**src/rtl/rs_result_pkg.sv**
```systemverilog
// Shared widths, entry layout, keep masks and FSM states for the RS result return path.
package rs_result_pkg;

  localparam int unsigned RS_DATA_W   = 105;
  localparam int unsigned RS_ERR_W    = 3;
  localparam int unsigned AXIS_DATA_W = 64;
  localparam int unsigned AXIS_KEEP_W = AXIS_DATA_W / 8;
  localparam int unsigned ENTRY_W     = 109;
  localparam int unsigned SEQ_W       = 16;

  // Entry layout: {pkt_new, pkt_errors, pkt_dta}
  localparam int unsigned ENTRY_DTA_LSB = 0;
  localparam int unsigned ENTRY_ERR_LSB = RS_DATA_W;
  localparam int unsigned ENTRY_NEW_LSB = RS_DATA_W + RS_ERR_W;

  // Bits above the beat-0 slice; they already sit in beat-1 order {new, errors, dta[104:64]}
  localparam int unsigned HOLD_W = ENTRY_W - AXIS_DATA_W;

  localparam logic [AXIS_KEEP_W-1:0] TKEEP_FULL = 8'hFF;
  localparam logic [AXIS_KEEP_W-1:0] TKEEP_LAST = 8'h3F;

  typedef enum logic [1:0] {
    IDLE,
    BEAT0,
    BEAT1
  } pkt_state_e;

  // Beat 1 payload: sequence number on top, zero pad, then the held upper entry bits
  function automatic logic [AXIS_DATA_W-1:0] beat1_data(input logic [HOLD_W-1:0] hold,
                                                        input logic [SEQ_W-1:0]  seq);
    return {seq, {(AXIS_DATA_W - SEQ_W - HOLD_W){1'b0}}, hold};
  endfunction

endpackage

```
**src/rtl/rs_result_fifo.sv**
```systemverilog
// Generic synchronous FIFO; full/empty come from the level count, pointers wrap naturally.
module rs_result_fifo #(
  parameter int unsigned WIDTH = 109,
  parameter int unsigned DEPTH = 4
) (
  input  logic                       clk_i,
  input  logic                       rst_ni,
  input  logic                       push_i,
  input  logic [WIDTH-1:0]           din_i,
  input  logic                       pop_i,
  output logic [WIDTH-1:0]           dout_o,
  output logic [$clog2(DEPTH+1)-1:0] level_o,
  output logic                       full_o,
  output logic                       empty_o
);

  localparam int unsigned PTR_W = $clog2(DEPTH);
  localparam int unsigned LVL_W = $clog2(DEPTH + 1);
  localparam logic [LVL_W-1:0] FULL_LVL = LVL_W'(DEPTH);

  logic [WIDTH-1:0] mem_q [DEPTH];
  logic [PTR_W-1:0] wr_ptr_q, rd_ptr_q;
  logic [LVL_W-1:0] level_q;

  assign dout_o  = mem_q[rd_ptr_q];
  assign level_o = level_q;
  assign full_o  = (level_q == FULL_LVL);
  assign empty_o = (level_q == '0);

  // Storage array; no reset needed, validity is tracked by the level
  always_ff @(posedge clk_i) begin
    if (push_i) begin
      mem_q[wr_ptr_q] <= din_i;
    end
  end

  // Pointer and level bookkeeping with synchronous reset
  always_ff @(posedge clk_i) begin
    if (!rst_ni) begin
      wr_ptr_q <= '0;
      rd_ptr_q <= '0;
      level_q  <= '0;
    end else begin
      if (push_i) wr_ptr_q <= wr_ptr_q + PTR_W'(1);
      if (pop_i)  rd_ptr_q <= rd_ptr_q + PTR_W'(1);
      if (push_i && !pop_i) begin
        level_q <= level_q + LVL_W'(1);
      end else if (pop_i && !push_i) begin
        level_q <= level_q - LVL_W'(1);
      end
    end
  end

endmodule

```
**src/rtl/rs_result_axis_packer.sv**
```systemverilog
// RS decoder result packer: FIFO-buffers results and emits each as a two-beat AXI-Stream packet.
// Optional RS_PKT_SEQ_EN adds a 16-bit packet sequence number in beat 1 tdata[63:48].
module rs_result_axis_packer
  import rs_result_pkg::*;
#(
  parameter int unsigned DEPTH      = 4,
  parameter int unsigned DROP_CNT_W = 16
) (
  input  logic                       m_axis_aclk,
  input  logic                       m_axis_aresetn,
  input  logic                       pkt_vld,
  input  logic [RS_DATA_W-1:0]       pkt_dta,
  input  logic                       pkt_new,
  input  logic [RS_ERR_W-1:0]        pkt_errors,
  output logic [AXIS_DATA_W-1:0]     m_axis_tdata,
  output logic [AXIS_KEEP_W-1:0]     m_axis_tkeep,
  output logic                       m_axis_tlast,
  output logic                       m_axis_tvalid,
  input  logic                       m_axis_tready,
  output logic [$clog2(DEPTH+1)-1:0] fifo_level,
  output logic [DROP_CNT_W-1:0]      drop_cnt,
  output logic                       busy
);

  logic [ENTRY_W-1:0]     fifo_din;
  logic [ENTRY_W-1:0]     fifo_dout;
  logic                   fifo_full;
  logic                   fifo_empty;
  logic                   push;
  logic                   pop;

  pkt_state_e             state_q;
  logic [HOLD_W-1:0]      hold_q;
  logic [AXIS_DATA_W-1:0] tdata_q;
  logic [AXIS_KEEP_W-1:0] tkeep_q;
  logic                   tlast_q;
  logic                   tvalid_q;
  logic [DROP_CNT_W-1:0]  drop_q;
  logic [SEQ_W-1:0]       seq_val;

`ifdef RS_PKT_SEQ_EN
  localparam logic [AXIS_KEEP_W-1:0] TKEEP_B1 = TKEEP_FULL;
  logic [SEQ_W-1:0] seq_q;

  // Sequence number advances once per completed packet (beat-1 handshake), wrapping naturally
  always_ff @(posedge m_axis_aclk) begin
    if (!m_axis_aresetn) begin
      seq_q <= '0;
    end else if (state_q == BEAT1 && tvalid_q && m_axis_tready) begin
      seq_q <= seq_q + SEQ_W'(1);
    end
  end
  assign seq_val = seq_q;
`else
  localparam logic [AXIS_KEEP_W-1:0] TKEEP_B1 = TKEEP_LAST;
  assign seq_val = '0;
`endif

  // Pack the decoder result into a FIFO entry
  always_comb begin
    fifo_din = '0;
    fifo_din[ENTRY_DTA_LSB +: RS_DATA_W] = pkt_dta;
    fifo_din[ENTRY_ERR_LSB +: RS_ERR_W]  = pkt_errors;
    fifo_din[ENTRY_NEW_LSB]              = pkt_new;
  end

  // Pop when idle, or right at the beat-1 handshake so packets stream back-to-back
  assign pop  = !fifo_empty &&
                ((state_q == IDLE) || (state_q == BEAT1 && m_axis_tready));
  // A full FIFO still accepts a result if the head leaves on the same edge
  assign push = pkt_vld && (!fifo_full || pop);

  rs_result_fifo #(
    .WIDTH (ENTRY_W),
    .DEPTH (DEPTH)
  ) u_fifo (
    .clk_i   (m_axis_aclk),
    .rst_ni  (m_axis_aresetn),
    .push_i  (push),
    .din_i   (fifo_din),
    .pop_i   (pop),
    .dout_o  (fifo_dout),
    .level_o (fifo_level),
    .full_o  (fifo_full),
    .empty_o (fifo_empty)
  );

  // Beat FSM with registered AXI-Stream outputs
  always_ff @(posedge m_axis_aclk) begin
    if (!m_axis_aresetn) begin
      state_q  <= IDLE;
      hold_q   <= '0;
      tdata_q  <= '0;
      tkeep_q  <= '0;
      tlast_q  <= 1'b0;
      tvalid_q <= 1'b0;
    end else if (pop) begin
      hold_q   <= fifo_dout[ENTRY_W-1:AXIS_DATA_W];
      tdata_q  <= fifo_dout[AXIS_DATA_W-1:0];
      tkeep_q  <= TKEEP_FULL;
      tlast_q  <= 1'b0;
      tvalid_q <= 1'b1;
      state_q  <= BEAT0;
    end else begin
      unique case (state_q)
        IDLE: ;
        BEAT0: begin
          if (m_axis_tready) begin
            tdata_q <= beat1_data(hold_q, seq_val);
            tkeep_q <= TKEEP_B1;
            tlast_q <= 1'b1;
            state_q <= BEAT1;
          end
        end
        BEAT1: begin
          if (m_axis_tready) begin
            tdata_q  <= '0;
            tkeep_q  <= '0;
            tlast_q  <= 1'b0;
            tvalid_q <= 1'b0;
            state_q  <= IDLE;
          end
        end
        default: state_q <= IDLE;
      endcase
    end
  end

  // Saturating count of results lost to a full FIFO
  always_ff @(posedge m_axis_aclk) begin
    if (!m_axis_aresetn) begin
      drop_q <= '0;
    end else if (pkt_vld && !push && (drop_q != '1)) begin
      drop_q <= drop_q + DROP_CNT_W'(1);
    end
  end

  assign m_axis_tdata  = tdata_q;
  assign m_axis_tkeep  = tkeep_q;
  assign m_axis_tlast  = tlast_q;
  assign m_axis_tvalid = tvalid_q;
  assign drop_cnt      = drop_q;
  assign busy          = !fifo_empty || (state_q != IDLE);

endmodule

```
**config.mk**
```make
export PLATFORM = sky130hd
export DESIGN_NAME = rs_result_axis_packer
export DESIGN_NICKNAME = d
export VERILOG_FILES = /design/src/rtl/rs_result_pkg.sv /design/src/rtl/rs_result_fifo.sv /design/src/rtl/rs_result_axis_packer.sv
export SDC_FILE = /design/constraint.sdc
export NUM_CORES = 1
export LEC_CHECK = 0
export CAP_MARGIN = 10
export CORE_UTILIZATION = 54
export DETAILED_ROUTE_END_ITERATION = 8
export PLACE_DENSITY = 0.78
export SLEW_MARGIN = 20
export SYNTH_ARGS = -nofsm -noshare
export SYNTH_HDL_FRONTEND = slang
export SYNTH_SLANG_ARGS = --single-unit
```
**constraint.sdc**
```tcl
create_clock -name m_axis_aclk -period 6.1 [get_ports m_axis_aclk]
set_input_delay 1.22 -clock m_axis_aclk [delete_from_list [all_inputs] [get_ports m_axis_aclk]]
set_output_delay 1.22 -clock m_axis_aclk [all_outputs]
set_load 0.05 [all_outputs]
```
# Word level (Yosys, flattened, before mapping)
# Memories as Yosys holds them, arrays and structs flattened. A register that Yosys moved wholly into a read port is not among the register bits.
# Cells that the tools add are included.
dict set report totals {
  output_inout_bits 94
  regBits 144
  romBits 0
  ram_bits 436
  elab_cells 79
  inputBits 113
  memories 1
  latch_bits 0
}
dict set report classes {
  div 0
  muxes 23
  multipliers 0
  n_reduce_logical 28
  add_sub_neg 5
  n_lt_le_gt_ge 0
  bitwise 2
  shift 0
  n_eq_ne 9
}
# name depth width rd rd_clocked_by_memory_dff write_ports line
set memory_table {}
lappend memory_table {u_fifo.mem_q 4 109 1 1 1 rs_result_fifo.sv:21} ;# logic [WIDTH-1:0] mem_q [DEPTH];
# cell n
set ops {}
lappend ops {{$mux 64} 3}
lappend ops {{$pmux 64 s2} 1}
lappend ops {{$mux 8} 3}
lappend ops {{$add 16x1->16 const B} 1}
lappend ops {{$ne 16x16->1 const B} 1}
lappend ops {{$pmux 8 s2} 1}
lappend ops {{$reduce_and 3->1} 4}
lappend ops {{$reduce_bool 2->1} 5}
lappend ops {{$mux 2} 4}
lappend ops {{$logic_and 1x1->1} 7}
lappend ops {{$mux 1} 7}
lappend ops {{$mux 3} 2}
lappend ops {{$ne 2x2->1 const B} 3}
lappend ops {{$ne 3x3->1 const B} 2}
lappend ops {{$pmux 2 s3} 1}
lappend ops {{$add 2x1->2 const B} 2}
lappend ops {{$logic_not 1->1} 4}
lappend ops {{$add 3x1->3 const B} 1}
lappend ops {{$eq 3x3->1 const B} 1}
lappend ops {{$logic_not 3->1} 1}
lappend ops {{$logic_or 1x1->1} 3}
lappend ops {{$reduce_bool 3->1} 1}
lappend ops {{$sub 3x1->3 const B} 1}
lappend ops {{$eq 2x1->1 const B} 1}
lappend ops {{6 further kinds} 7}

# Depth between registers and ports, before layout
dict set report depth {
  depth_word 10
  ltp_mapped 12
  depth_no_buf 9
}

# By module
# A second synthesis with hierarchy kept.
dict set report unflattened {
  hier_cells 1269
  area_unflattened_um2 21471.8
}
# module instances seq_area_each_um2 area_each_um2 cells_each
set modules_own_cells {}
lappend modules_own_cells {rs_result_fifo 1 13272.7 16124.2 612}
lappend modules_own_cells {rs_result_axis_packer 1 2622.5 5347.6 657}

# Worst setup path before layout
# OpenSTA, ideal clock, no wires.
dict set report synth_path {
  kind {input -> register}
  startpoint {input m_axis_tready}
  endpoint {memory u_fifo.mem_q[0][0], enable pin}
  setup_time_ps 481
  path_buffers 1
  stages 4
  t_arrival_ps 4317
  setup_slack_ps 1302
  required_time_ps 5619
  path_cell_list {nor2b_1 > buf_2 > o211ai_1 > and3_1}
}
dict set report synth_between {
  elab_chain_cells 7
}
# element line
set synth_lines {}
lappend synth_lines {{start: declaration} rs_result_axis_packer.sv:19} ;# input logic m_axis_tready,
lappend synth_lines {{$logic_and 1x1->1} rs_result_axis_packer.sv:69} ;# ((state_q == IDLE) || (state_q == BEAT1 && m_axis_tready));
lappend synth_lines {{$logic_or 1x1->1} rs_result_axis_packer.sv:69}
lappend synth_lines {{$logic_and 1x1->1} rs_result_axis_packer.sv:68} ;# assign pop = !fifo_empty &&
lappend synth_lines {{$logic_or 1x1->1} rs_result_axis_packer.sv:71} ;# assign push = pkt_vld && (!fifo_full || pop);
lappend synth_lines {{$logic_and 1x1->1} rs_result_axis_packer.sv:71}
lappend synth_lines {{$mux 1} rs_result_fifo.sv:32} ;# if (push_i) begin
lappend synth_lines {{$mux 1 (not written as such)} rs_result_fifo.sv:33} ;# mem_q[wr_ptr_q] <= din_i;
lappend synth_lines {{end: declaration} rs_result_fifo.sv:21}
# Every way passes these cells.

# Worst setup path in the final report
dict set report layout_path {
  startpoint {register state_q[0]}
  endpoint {output busy}
}
dict set report layout_between {
  elab_chain_cells 2
}
# element line
set layout_lines {}
lappend layout_lines {{start: declaration} rs_result_axis_packer.sv:32} ;# pkt_state_e state_q;
lappend layout_lines {{start signal: assignment} rs_result_axis_packer.sv:91} ;# state_q <= IDLE;
lappend layout_lines {{start signal: assignment} rs_result_axis_packer.sv:103} ;# state_q <= BEAT0;
lappend layout_lines {{start signal: assignment} rs_result_axis_packer.sv:112} ;# state_q <= BEAT1;
lappend layout_lines {{$reduce_bool 2->1} rs_result_axis_packer.sv:143} ;# assign busy = !fifo_empty || (state_q != IDLE);
lappend layout_lines {{$logic_or 1x1->1} rs_result_axis_packer.sv:143}
lappend layout_lines {{end: declaration} rs_result_axis_packer.sv:22} ;# output logic busy
# Every way passes these cells.

==> impl_results.md <==
- Outcome: completed
- Setup crit start kind: flip-flop
- Routed wire length per instance: around 23 um
- Number of warnings issued by yosys: 0
- Setup Buffers After CTS: 0
- Most frequently used flop master after synthesis: sky130_fd_sc_hd__edfxtp_1
- Lkg Pwr: about 8.4 nW
- Leading cell types by total area after synthesis: sky130_fd_sc_hd__edfxtp_1 60%, sky130_fd_sc_hd__dfxtp_1 13%, sky130_fd_sc_hd__mux4_2 11%
- Mean post-synth cell area: between 15 and 20 um^2
- Final setup viols: 0
- Clock Skews: 0.0123 ns
- Largest vdd supply drop: 449 uV
- RSZ-0062 raised after global routing: no
- Signed area change from the synthesized netlist to the final layout: 19.7%
- Fin crit share: approximately 60%
- FF+latch count, synth: 576
- Finished Cell Area: ~26,000 um^2
- Final GP Congestion: 0.801
- Total global-route track usage: 23.2%
- Cts hold-fix bufs: 0
- Pin count of the biggest net entering global routing: 69
- Max Freq: 267 MHz
- PortBufs: 206
- Core outline area: 39,700 um^2
- EDFF count, synth: 436
- Gate count after technology mapping: 1,225
- Most frequent cells after synthesis: 436 x sky130_fd_sc_hd__edfxtp_1, 140 x sky130_fd_sc_hd__dfxtp_1, 109 x sky130_fd_sc_hd__mux4_2, 99 x sky130_fd_sc_hd__nand2_1, 66 x sky130_fd_sc_hd__a21oi_1
- Net count of the mapped netlist: 1,345
- Rel. slew slack: between 30% and 40%
- Number of endpoints with negative hold slack in the final report: 0
- Filler cells: 2,686
- Area of the die: between 40,000 and 50,000 um^2
- Via count of the first global-routing pass: 12,348
- CTS tree: done
- # Max-Cap Violations: 0
- CP arrival: 2.53 ns
- Final Max Tran Viols: 0
- Capturing element type of the critical path: output port
- Standard cell area after detailed placement: 24,200 um^2
- Number of antenna violations at the first check in global routing: 7
- Remaining global-route overflow: 0
- Vias post-DR: 11,844
- Number of rows created at floorplan: 73
- Vertical extent of the die: 203 um
- Core Util, Final: 65.6%
- Clock latency on the worst-skew pair: 0.60 ns
- Area used by multi-input combinational logic: 5340 um^2
- Post-synth top area cell: sky130_fd_sc_hd__edfxtp_1
- Deepest level of the CTS H-tree: 2
- Routed vias/inst: a little under 6
- First-pass iteration count of the detailed router: 7
- Clock period minus worst slack: about 3.7 ns
- Detailed router's first-iteration violation count: 829
- Starting utilization of the core area: between 50% and 60%
- Wire length of the first global-routing pass: roughly 72,000 um
- Top-count cell post-synth: sky130_fd_sc_hd__edfxtp_1
- Worst-margin pin slew: slightly above 1 ns
- Routed Antenna Nets: 0
- Top-level I/O count: around 210
- Worst Path Max Fanout: 10
- Detailed placer's ending HPWL: 26,200 um
- Setup TNS: 0 ns
- Width of the die: 203 um
- Category of the critical setup timing path: reg -> out
- Cell area after technology mapping: between 20,000 and 25,000 um^2
- Worst Hold Slack: 0.458 ns
- CTS max path bufs: 3
- Clk Tree Root Cell: sky130_fd_sc_hd__clkbuf_16
- Remaining DRCs: 0
- Total area of sequential cells: between 15,000 and 20,000 um^2
- Post-synth top area share: 60.2%
- Total Wirelength: around 46,000 um
- Layout cell share with drive strength beyond 1: roughly a fifth
- Clock edge transition at the registers on the reported setup and hold paths: 0.06 ns
- Class of the tightest hold or removal check: reg -> reg
- Total number of clock tree sinks: around 580
- Number of CTS-inserted buffers: 55
- CTS-repair resized insts: 0
- Required time worst endpoint: 4.88 ns
- Share of the yosys chip area belonging to registers: between 70% and 80%
- Distinct cell type count of the synthesized netlist: 56
- Power density over cell area: 474 nW/um^2
- Post-layout net count: 1,540
- Async SR Flop Fraction: 0%
-- final cells by class --
| class | count | share of cell area (%) |
|---|---|---|
| flip-flops and latches | 576 | 61.1 |
| clock buffers | 69 | 5.68 |
| multi-input cells | 553 | 20.5 |
| repair buffers | 221 | 8.61 |
| diodes | 2 | 0.0192 |
| clock inverters | 35 | 1.41 |
| well taps | 525 | 2.52 |
| inverters | 13 | 0.197 |
-- metrics by stage --
step / setup WS, ns / power [W] / std cells
after floorplan: 1.30 / 0.00793 / 1225
after global placement: 1.97 / 0.00886 / 1887
after detailed placement: 1.86 / 0.00895 / 1888
after CTS: 2.34 / 0.0124 / 1992
after global routing: 2.16 / 0.0128 / 1992
final: 2.35 / 0.0123 / 1994
-- cell families (layout without fill, tap and decap cells) --
group | Yosys count | in the layout | synth area share [%]
simple gates | 226 | 226 | 4.83
compound gates | 205 | 205 | 7.55
xor+xnor | 3 | 3 | 0.121
other cells | 0 | 2 | 0
mux | 112 | 112 | 11.4
fa+ha+maj | 7 | 7 | 0.437
flops | 576 | 576 | 73.1
buf+inv | 96 | 338 | 2.56
-- power breakdown --
| part | internal [W] | switching, W | total (W) |
|---|---|---|---|
| Clock | 0.00202 | 0.00143 | 0.00345 |
| Sequential | 0.00474 | 0.000353 | 0.00509 |
| Combinational | 0.00137 | 0.00242 | 0.00379 |
-- sequential cells by signal, summed over array words and instances (netlist names), named ones only --
name / count
u_fifo.level_o: 3
m_axis_tvalid: 1
m_axis_tkeep: 2
hold_q: 45
m_axis_tlast: 1
u_fifo.wr_ptr_q: 2
u_fifo.rd_ptr_q: 2
state_q: 2
drop_cnt: 16
u_fifo.mem_q: 436
m_axis_tdata: 64
-- cells in the final DEF (no fill, tap or decap), types with 3 or more instances in the layout --
master / Yosys / layout
sky130_fd_sc_hd__a221oi_1: 11 / 11
sky130_fd_sc_hd__or3_1: 6 / 6
sky130_fd_sc_hd__nand4_1: 4 / 4
sky130_fd_sc_hd__clkbuf_16: 0 / 56
sky130_fd_sc_hd__nand2_1: 99 / 98
sky130_fd_sc_hd__a22oi_2: 19 / 19
sky130_fd_sc_hd__nor2_1: 57 / 57
sky130_fd_sc_hd__o31ai_1: 6 / 6
sky130_fd_sc_hd__nand2b_1: 5 / 5
sky130_fd_sc_hd__mux2i_1: 3 / 3
sky130_fd_sc_hd__a222oi_1: 3 / 3
sky130_fd_sc_hd__bufinv_16: 0 / 7
sky130_fd_sc_hd__and3_4: 0 / 5
sky130_fd_sc_hd__buf_12: 5 / 4
sky130_fd_sc_hd__nor4_1: 5 / 5
sky130_fd_sc_hd__a21oi_1: 66 / 66
sky130_fd_sc_hd__clkinv_1: 0 / 8
sky130_fd_sc_hd__mux4_2: 109 / 109
sky130_fd_sc_hd__dfxtp_1: 140 / 138
sky130_fd_sc_hd__or4_1: 8 / 8
sky130_fd_sc_hd__clkbuf_1: 31 / 10
sky130_fd_sc_hd__clkinv_2: 0 / 14
sky130_fd_sc_hd__o21ai_0: 52 / 52
sky130_fd_sc_hd__nor2_2: 19 / 19
sky130_fd_sc_hd__ha_1: 6 / 6
sky130_fd_sc_hd__inv_1: 12 / 11
sky130_fd_sc_hd__clkinvlp_4: 0 / 3
sky130_fd_sc_hd__a221oi_2: 31 / 31
sky130_fd_sc_hd__clkdlybuf4s50_1: 0 / 205
sky130_fd_sc_hd__edfxtp_1: 436 / 436
sky130_fd_sc_hd__clkbuf_8: 0 / 3
sky130_fd_sc_hd__buf_4: 11 / 9
sky130_fd_sc_hd__nand3_1: 7 / 7
-- critical path, stage by stage, from the launching register on --
cell and delay (ns):
sky130_fd_sc_hd__dfxtp_1 0.42, sky130_fd_sc_hd__nor4_1 0.66, sky130_fd_sc_hd__nand2b_1 0.13, sky130_fd_sc_hd__clkdlybuf4s50_1 0.72
-- final timing paths --
path / startpoint / end / slack, ns / cells past startpoint
worst min register to register: hold_q[4] / hold_q[4] / 0.46 / 2
worst max register to register: state_q[0] / flip-flop / 3.16 / 5
worst min-delay path: hold_q[4] / hold_q[4] / 0.46 / 2
worst max-delay path: state_q[0] / busy / 2.35 / 3
-- layer usage --
| metal | track usage (%) | up-vias | wire [um] |
|---|---|---|---|
| met4 | 6.90 | 10 | 793 |
| li1 | - | 5259 | - |
| met3 | 4.74 | 63 | 3020 |
| met5 | 0 | - | 72 |
| met2 | 38.9 | 391 | 23300 |
| met1 | 30.8 | 6121 | 19000 |
(Power assumes the default switching activity.)
